### src/rtl/ps2_pkg.sv
// Shared PS/2 definitions: transmitter state encoding, command/response bytes, parity helper.
package ps2_pkg;

  typedef enum logic [3:0] {
    PS2_IDLE,
    PS2_INITIATE,
    PS2_WAIT_FOR_CLOCK,
    PS2_TRANSMIT_DATA,
    PS2_TRANSMIT_PARITY,
    PS2_TRANSMIT_STOP,
    PS2_RECEIVE_ACK,
    PS2_COMPLETED,
    PS2_ERROR
  } ps2_cmd_state_e;

  localparam logic [7:0] PS2_CMD_RESET  = 8'hFF;
  localparam logic [7:0] PS2_CMD_ENABLE = 8'hF4;
  localparam logic [7:0] PS2_CMD_RESEND = 8'hFE;
  localparam logic [7:0] PS2_RSP_ACK    = 8'hFA;
  localparam logic [7:0] PS2_RSP_BREAK  = 8'hF0;

  // PS/2 frames carry odd parity over the 8 data bits.
  function automatic logic odd_parity(input logic [7:0] data);
    return ~^data;
  endfunction

endpackage

### src/rtl/ps2_command_out_if.sv
// Command-side handshake between a host controller and the PS/2 transmitter.
interface ps2_command_out_if;
  logic [7:0] the_command;
  logic       send_command;
  logic       busy;
  logic       command_was_sent;
  logic       error_communication_timed_out;

  modport master (
    output the_command, send_command,
    input  busy, command_was_sent, error_communication_timed_out
  );

  modport slave (
    input  the_command, send_command,
    output busy, command_was_sent, error_communication_timed_out
  );
endinterface

### src/rtl/ps2_timeout_counter.sv
// Clearable up-counter with a terminal-count compare against a run-time limit.
module ps2_timeout_counter #(
  parameter int WIDTH = 20
) (
  input  logic             clk,
  input  logic             reset,
  input  logic             clear,
  input  logic             enable,
  input  logic [WIDTH-1:0] limit,
  output logic             at_limit
);

  logic [WIDTH-1:0] count_reg;

  assign at_limit = (count_reg == limit);

  // Saturates at the limit so a stalled state never wraps into a false early expiry.
  always_ff @(posedge clk) begin
    if (reset || clear) begin
      count_reg <= '0;
    end else if (enable && !at_limit) begin
      count_reg <= count_reg + 1'b1;
    end
  end

endmodule

### src/rtl/ps2_command_out.sv
// Host-to-device PS/2 command transmitter (request-to-send, 8N-odd frame, ack check).
// Optional build macro PS2_CMD_RETRY_EN: one automatic retry after a NACK or 2 ms timeout.
module ps2_command_out
  import ps2_pkg::*;
#(
  parameter int CLOCK_CYCLES_FOR_101US = 5050,
  parameter int CLOCK_CYCLES_FOR_15MS  = 750000,
  parameter int CLOCK_CYCLES_FOR_2MS   = 100000,
  parameter int TIMER_WIDTH            = 20
) (
  input  logic               clk,
  input  logic               reset,
  ps2_command_out_if.slave   cmd,
  input  logic               ps2_clk_posedge,
  input  logic               ps2_clk_negedge,
  input  logic               ps2_data,
  output logic               ps2_clk_drive_low,
  output logic               ps2_data_drive_low
);

  // Terminal counts are one less than the limits so each state lasts exactly the limit.
  localparam logic [TIMER_WIDTH-1:0] LIMIT_101US = TIMER_WIDTH'(CLOCK_CYCLES_FOR_101US - 1);
  localparam logic [TIMER_WIDTH-1:0] LIMIT_15MS  = TIMER_WIDTH'(CLOCK_CYCLES_FOR_15MS - 1);
  localparam logic [TIMER_WIDTH-1:0] LIMIT_2MS   = TIMER_WIDTH'(CLOCK_CYCLES_FOR_2MS - 1);

  ps2_cmd_state_e state_reg, state_next;
  logic [7:0]     shift_reg;
  logic           parity_reg;
  logic [2:0]     bit_index_reg;

  logic                   latch_command;
  logic                   timer_clear;
  logic                   timer_enable;
  logic                   timer_done;
  logic                   failure;
  logic [TIMER_WIDTH-1:0] timer_limit;

  ps2_timeout_counter #(.WIDTH(TIMER_WIDTH)) u_timer (
    .clk      (clk),
    .reset    (reset),
    .clear    (timer_clear),
    .enable   (timer_enable),
    .limit    (timer_limit),
    .at_limit (timer_done)
  );

  always_comb begin
    timer_enable = (state_reg != PS2_IDLE) && (state_reg != PS2_COMPLETED) &&
                   (state_reg != PS2_ERROR);
    case (state_reg)
      PS2_INITIATE:       timer_limit = LIMIT_101US;
      PS2_WAIT_FOR_CLOCK: timer_limit = LIMIT_15MS;
      default:            timer_limit = LIMIT_2MS;
    endcase
  end

  always_ff @(posedge clk) begin
    if (reset) begin
      state_reg     <= PS2_IDLE;
      shift_reg     <= '0;
      parity_reg    <= 1'b0;
      bit_index_reg <= '0;
    end else begin
      state_reg <= state_next;
      if (latch_command) begin
        shift_reg  <= cmd.the_command;
        parity_reg <= odd_parity(cmd.the_command);
      end
      if (state_reg == PS2_WAIT_FOR_CLOCK) begin
        bit_index_reg <= '0;
      end else if (state_reg == PS2_TRANSMIT_DATA && ps2_clk_negedge) begin
        bit_index_reg <= bit_index_reg + 3'd1;
      end
    end
  end

`ifdef PS2_CMD_RETRY_EN
  logic retry_reg;
  logic retry_set;

  always_ff @(posedge clk) begin
    if (reset || state_reg == PS2_IDLE) begin
      retry_reg <= 1'b0;
    end else if (retry_set) begin
      retry_reg <= 1'b1;
    end
  end
`endif

  always_comb begin
    state_next    = state_reg;
    latch_command = 1'b0;
    timer_clear   = 1'b0;
    failure       = 1'b0;
`ifdef PS2_CMD_RETRY_EN
    retry_set     = 1'b0;
`endif
    case (state_reg)
      PS2_IDLE: begin
        timer_clear = 1'b1;
        if (cmd.send_command && !cmd.command_was_sent && !cmd.error_communication_timed_out) begin
          latch_command = 1'b1;
          state_next    = PS2_INITIATE;
        end
      end
      PS2_INITIATE: begin
        if (timer_done) begin
          timer_clear = 1'b1;
          state_next  = PS2_WAIT_FOR_CLOCK;
        end
      end
      PS2_WAIT_FOR_CLOCK: begin
        if (ps2_clk_negedge) begin
          timer_clear = 1'b1;
          state_next  = PS2_TRANSMIT_DATA;
        end else if (timer_done) begin
          state_next = PS2_ERROR;
        end
      end
      PS2_TRANSMIT_DATA: begin
        if (timer_done) failure = 1'b1;
        else if (ps2_clk_negedge && bit_index_reg == 3'd7) state_next = PS2_TRANSMIT_PARITY;
      end
      PS2_TRANSMIT_PARITY: begin
        if (timer_done) failure = 1'b1;
        else if (ps2_clk_negedge) state_next = PS2_TRANSMIT_STOP;
      end
      PS2_TRANSMIT_STOP: begin
        if (timer_done) failure = 1'b1;
        else if (ps2_clk_negedge) state_next = PS2_RECEIVE_ACK;
      end
      PS2_RECEIVE_ACK: begin
        // A coincident negedge masks the posedge, so the ack is only taken on a clean rise.
        if (timer_done) failure = 1'b1;
        else if (!ps2_clk_negedge && ps2_clk_posedge) begin
          if (!ps2_data) state_next = PS2_COMPLETED;
          else           failure    = 1'b1;
        end
      end
      PS2_COMPLETED, PS2_ERROR: begin
        if (!cmd.send_command) state_next = PS2_IDLE;
      end
      default: state_next = PS2_IDLE;
    endcase

    if (failure) begin
`ifdef PS2_CMD_RETRY_EN
      if (!retry_reg) begin
        retry_set   = 1'b1;
        timer_clear = 1'b1;
        state_next  = PS2_INITIATE;
      end else begin
        state_next = PS2_ERROR;
      end
`else
      state_next = PS2_ERROR;
`endif
    end
  end

  always_comb begin
    ps2_clk_drive_low                 = (state_reg == PS2_INITIATE);
    ps2_data_drive_low                = 1'b0;
    cmd.busy                          = (state_reg != PS2_IDLE);
    cmd.command_was_sent              = (state_reg == PS2_COMPLETED);
    cmd.error_communication_timed_out = (state_reg == PS2_ERROR);
    case (state_reg)
      PS2_WAIT_FOR_CLOCK:  ps2_data_drive_low = 1'b1;
      PS2_TRANSMIT_DATA:   ps2_data_drive_low = ~shift_reg[bit_index_reg];
      PS2_TRANSMIT_PARITY: ps2_data_drive_low = ~parity_reg;
      default:             ps2_data_drive_low = 1'b0;
    endcase
  end

endmodule

### src/flat_wrapper.sv
// flat-port wrapper written by rule: the top's interface ports become plain ports
module ps2_command_out_flat import ps2_pkg::*;
#(
  parameter int CLOCK_CYCLES_FOR_101US = 5050,
  parameter int CLOCK_CYCLES_FOR_15MS  = 750000,
  parameter int CLOCK_CYCLES_FOR_2MS   = 100000,
  parameter int TIMER_WIDTH            = 20
)
  (clk, reset, ps2_clk_posedge, ps2_clk_negedge, ps2_data, ps2_clk_drive_low, ps2_data_drive_low, cmd_the_command, cmd_send_command, cmd_busy, cmd_command_was_sent, cmd_error_communication_timed_out);
  ps2_command_out_if cmd_i ();
  input  logic clk;
  input  logic reset;
  input  logic ps2_clk_posedge;
  input  logic ps2_clk_negedge;
  input  logic ps2_data;
  output logic ps2_clk_drive_low;
  output logic ps2_data_drive_low;
  input wire logic [$bits(cmd_i.the_command)-1:0] cmd_the_command;
  input wire logic [$bits(cmd_i.send_command)-1:0] cmd_send_command;
  output wire logic [$bits(cmd_i.busy)-1:0] cmd_busy;
  output wire logic [$bits(cmd_i.command_was_sent)-1:0] cmd_command_was_sent;
  output wire logic [$bits(cmd_i.error_communication_timed_out)-1:0] cmd_error_communication_timed_out;
  assign cmd_i.the_command = cmd_the_command;
  assign cmd_i.send_command = cmd_send_command;
  assign cmd_busy = cmd_i.busy;
  assign cmd_command_was_sent = cmd_i.command_was_sent;
  assign cmd_error_communication_timed_out = cmd_i.error_communication_timed_out;
  ps2_command_out #(.CLOCK_CYCLES_FOR_101US(CLOCK_CYCLES_FOR_101US), .CLOCK_CYCLES_FOR_15MS(CLOCK_CYCLES_FOR_15MS), .CLOCK_CYCLES_FOR_2MS(CLOCK_CYCLES_FOR_2MS), .TIMER_WIDTH(TIMER_WIDTH)) u_core (.clk(clk), .reset(reset), .cmd(cmd_i), .ps2_clk_posedge(ps2_clk_posedge), .ps2_clk_negedge(ps2_clk_negedge), .ps2_data(ps2_data), .ps2_clk_drive_low(ps2_clk_drive_low), .ps2_data_drive_low(ps2_data_drive_low));
endmodule
### config.mk
export PLATFORM = sky130hd
export DESIGN_NAME = ps2_command_out_flat
export DESIGN_NICKNAME = d
export VERILOG_FILES = /design/src/rtl/ps2_pkg.sv /design/src/rtl/ps2_command_out_if.sv /design/src/rtl/ps2_timeout_counter.sv /design/src/rtl/ps2_command_out.sv /design/src/flat_wrapper.sv
export SDC_FILE = /design/constraint.sdc
export NUM_CORES = 1
export LEC_CHECK = 0
export ABC_AREA = 1
export BUFFER_PORTS_ARGS = -buffer_cell sky130_fd_sc_hd__buf_2
export CAP_MARGIN = 10
export CORE_MARGIN = 5
export CORE_UTILIZATION = 64
export CTS_CLUSTER_DIAMETER = 100
export DETAILED_ROUTE_END_ITERATION = 8
export HOLD_SLACK_MARGIN = 0.1
export MAX_ROUTING_LAYER = met4
export PLACE_DENSITY = 0.85
export SLEW_MARGIN = 20
export SYNTH_ARGS = -nofsm -noshare
export SYNTH_HDL_FRONTEND = slang
export SYNTH_SLANG_ARGS = --single-unit
### constraint.sdc
create_clock -name clk -period 2.81 [get_ports clk]
set_clock_uncertainty 0.2 [all_clocks]
set_input_delay 0.1405 -clock clk [delete_from_list [all_inputs] [get_ports clk]]
set_output_delay 0.1405 -clock clk [all_outputs]
set_load 0.03 [all_outputs]
==> results.ini <==
[power_and_ir_drop]
switching_share = 0.421
power.share.clock = 0.263
power_frac_seq = 0.336
finalPower_mw = 1.96
p_sw_uw = 823
combPwrFrac = 0.401
p_leak_nw = 1.11
cellPowerDensity_nw_per_um2 = 733
max-vdd-ir-drop_v = 0.000432
intPower_mw = 1.13

[synth]
synth_edf_count = 0
syn_nets = 383
async_reset_ff_frac = 0
avgSynthCellArea_um2 = 6.40
synth_largest_area_cell = dfxtp_1
ys_top_cells_by_area = dfxtp_1, nand2_1, nor2_1
synth_cell_type_count = 32
postSynthCellCount = 366
synth_top_cell_area_share = 0.308
seq_area_frac_synth = 0.308
ys.flop_type = dfxtp_1
synth_area_um2 = 2340
yosysWarnings = 0
ys_ff_latch = 36

[grt]
overflow = 0
grt.total_usage = 0.248
grt_pass1_vias = 2145
antenna_found_initial = 0
grt_max_degree = 25
grt_pass1_wl_um = 9720

[final_layout]
nets = 410
area_delta_synth_final_pct = 13.9
design_area_um2 = 2670
n_antenna_cell = 0
utilization = 0.740
fillCellCount = 297
largest_reg_flops = 20
stdcell_count = 442
drive_gt1_frac = 0.109

[drt]
routed_wl_um = 5750
wl_met2_um = 2690
drcViolationCount = 0
antenna_violating_nets_post_route = 0
via_per_inst = 5.50
wl_met3_um = 302
vias = 2431
drt-met1-wl_um = 2650
post_drt_wl_per_cell_um = 13.0
dr.max_layer_used = met4
first_pass_iters = 5
first_iter_violations = 234

[die]
die_h_um = 70.5
die_w_um = 70.5
num_rows = 22
die_area_um2 = 4970
core_area_um2 = 3610
initial_core_util = 0.650
num_io_pins = 19

[sta]
fin_hold_ws_ns = 0.120
finalHoldViolations = 0
tns_ns = 0
max_slew_margin = 0.711
setup_viol = 0
setup_ws_ns = 0.608
slew_viol_final = 0
finalCritPeriodShare = 0.784
fmax_mhz = 454
rsz0062_at_grt = no
fin_crit_ns = 2.20
worst_slew_pin_slew_ns = 0.427

[cts]
cts_tree = built
cts_made_buffers = 5
cts_resized = 0
clk_latency_ns = 0.30
cts.path.max_buffers = 2
htree_levels = 2
postCtsSetupRepairBufs = 0
tritoncts_num_sinks = 36
cts.clk_slew.worst_paths_ns = 0.08
ctsHoldBuffers = 9
cts-root-buf = clkbuf_8

[placement]
dp.cells = 425
dp_hpwl_um = 4050
post-place-ws_ns = 0.664
place_area_um2 = 2450
port_buffers = 18
gp_congestion = 1.00

[worst_setup_path]
critPathLaunchType = register
path_delay_family = simple AND/OR/NAND/NOR gates
cpMostUsedCell = nor2_1
critPathMaxStageDelay_ns = 0.44
cp-startpoint = u_core.state_reg[3]$_SDFFE_PP0P_
worst-path-buf-inv = 2
worstPathMaxFanout = 24
cp-end-kind = register
required_ns = 2.78
cp_slowest_cell = dfxtp_1
crit_type = reg2reg
r2r-start = u_core.state_reg[3]$_SDFFE_PP0P_
crit_chain = inv_1 > nand2_1 > nor2_1 > nor2_1 > nor2_1 > nor2_1 > nand2_2 > nand2_4 > inv_4 > nand2_1 > a21oi_1
cp.arrival_ns = 2.18

[run_status]
outcome = finished, final reports clean

[min_path]
min_from = ps2_clk_negedge
hp-class = in2reg

[run]
maxCapViolCount = 0

-- cell families (layout without fill, tap and decap cells) --
family          after synthesis  after routing  share of synthesized area
flops                        36             36                      0.308
buf+inv                      50             78                     0.0903
xor+xnor                     21             21                     0.0785
fa+ha+maj                     3              3                     0.0160
compound gates               52             52                      0.118
simple gates                204            204                      0.389
-- layout make-up --
class | instances | area, µm² | area share
multi-input cells | 280 | 1410 | 0.528
flip-flops and latches | 36 | 721 | 0.270
repair buffers | 29 | 195 | 0.0731
inverters | 41 | 156 | 0.0586
clock buffers | 7 | 96.3 | 0.0361
well taps | 48 | 60.1 | 0.0225
clock inverters | 1 | 30.0 | 0.0113
-- metal layers --
metal,global-route usage,vias to the layer above
met5,-,-
met4,0.0830,0
met3,0.0518,13
met2,0.387,78
met1,0.318,1092
li1,-,1248
-- cell usage after synthesis, drive strengths merged (3+ instances only) --
master	instances
a21oi	22
buf	6
clkbuf	3
dfxtp	36
ha	3
inv	41
nand2	83
nand3	24
nand4	15
nor2	64
nor3	12
nor3b	3
o21ai	25
xnor2	8
xor2	13
-- worst min-delay path, cell delays in order --
cell	delay [ns]
buf_2	0.12
nor2_1	0.05
nand4_1	0.09
nand3_1	0.09
nand2_1	0.06
inv_1	0.03
-- cells in the final DEF, fill, tap and decap left out, drive strengths merged --
cell and n:
inv 41, nor4 2, o311ai 1, xnor2 8, o21a 1, ha 3, nand2 83, o22ai 2
clkbuf 7, nor3 12, nor2 64, nand3 24, nand4 15, o211ai 1, dfxtp 36, nor3b 3
buf 20, nand2b 1, bufinv 1, xor2 13, o21ai 25, a21oi 22, dlygate4sd3 9
-- final timing paths --
check,end,slack (ns),cells after the start
worst max-delay path,u_core.u_timer.count_reg[7]$_SDFFE_PP0P_,0.61,11
worst min-delay path,u_core.state_reg[3]$_SDFFE_PP0P_,0.12,6
worst max register to register,u_core.u_timer.count_reg[7]$_SDFFE_PP0P_,0.61,11
worst min register to register,u_core.u_timer.count_reg[19]$_SDFFE_PP0P_,0.28,2
-- power groups by stage --
| stage | Sequential [mW] | Clock (mW) | Combinational [mW] |
|---|---|---|---|
| after floorplan | 0.648 | 0 | 0.643 |
| after global routing | 0.669 | 0.543 | 0.870 |
| after detailed placement | 0.664 | 0 | 0.758 |
| after CTS | 0.653 | 0.512 | 0.774 |
| final | 0.657 | 0.513 | 0.785 |
| after global placement | 0.663 | 0 | 0.745 |
Power figures use the tool's default switching activity.
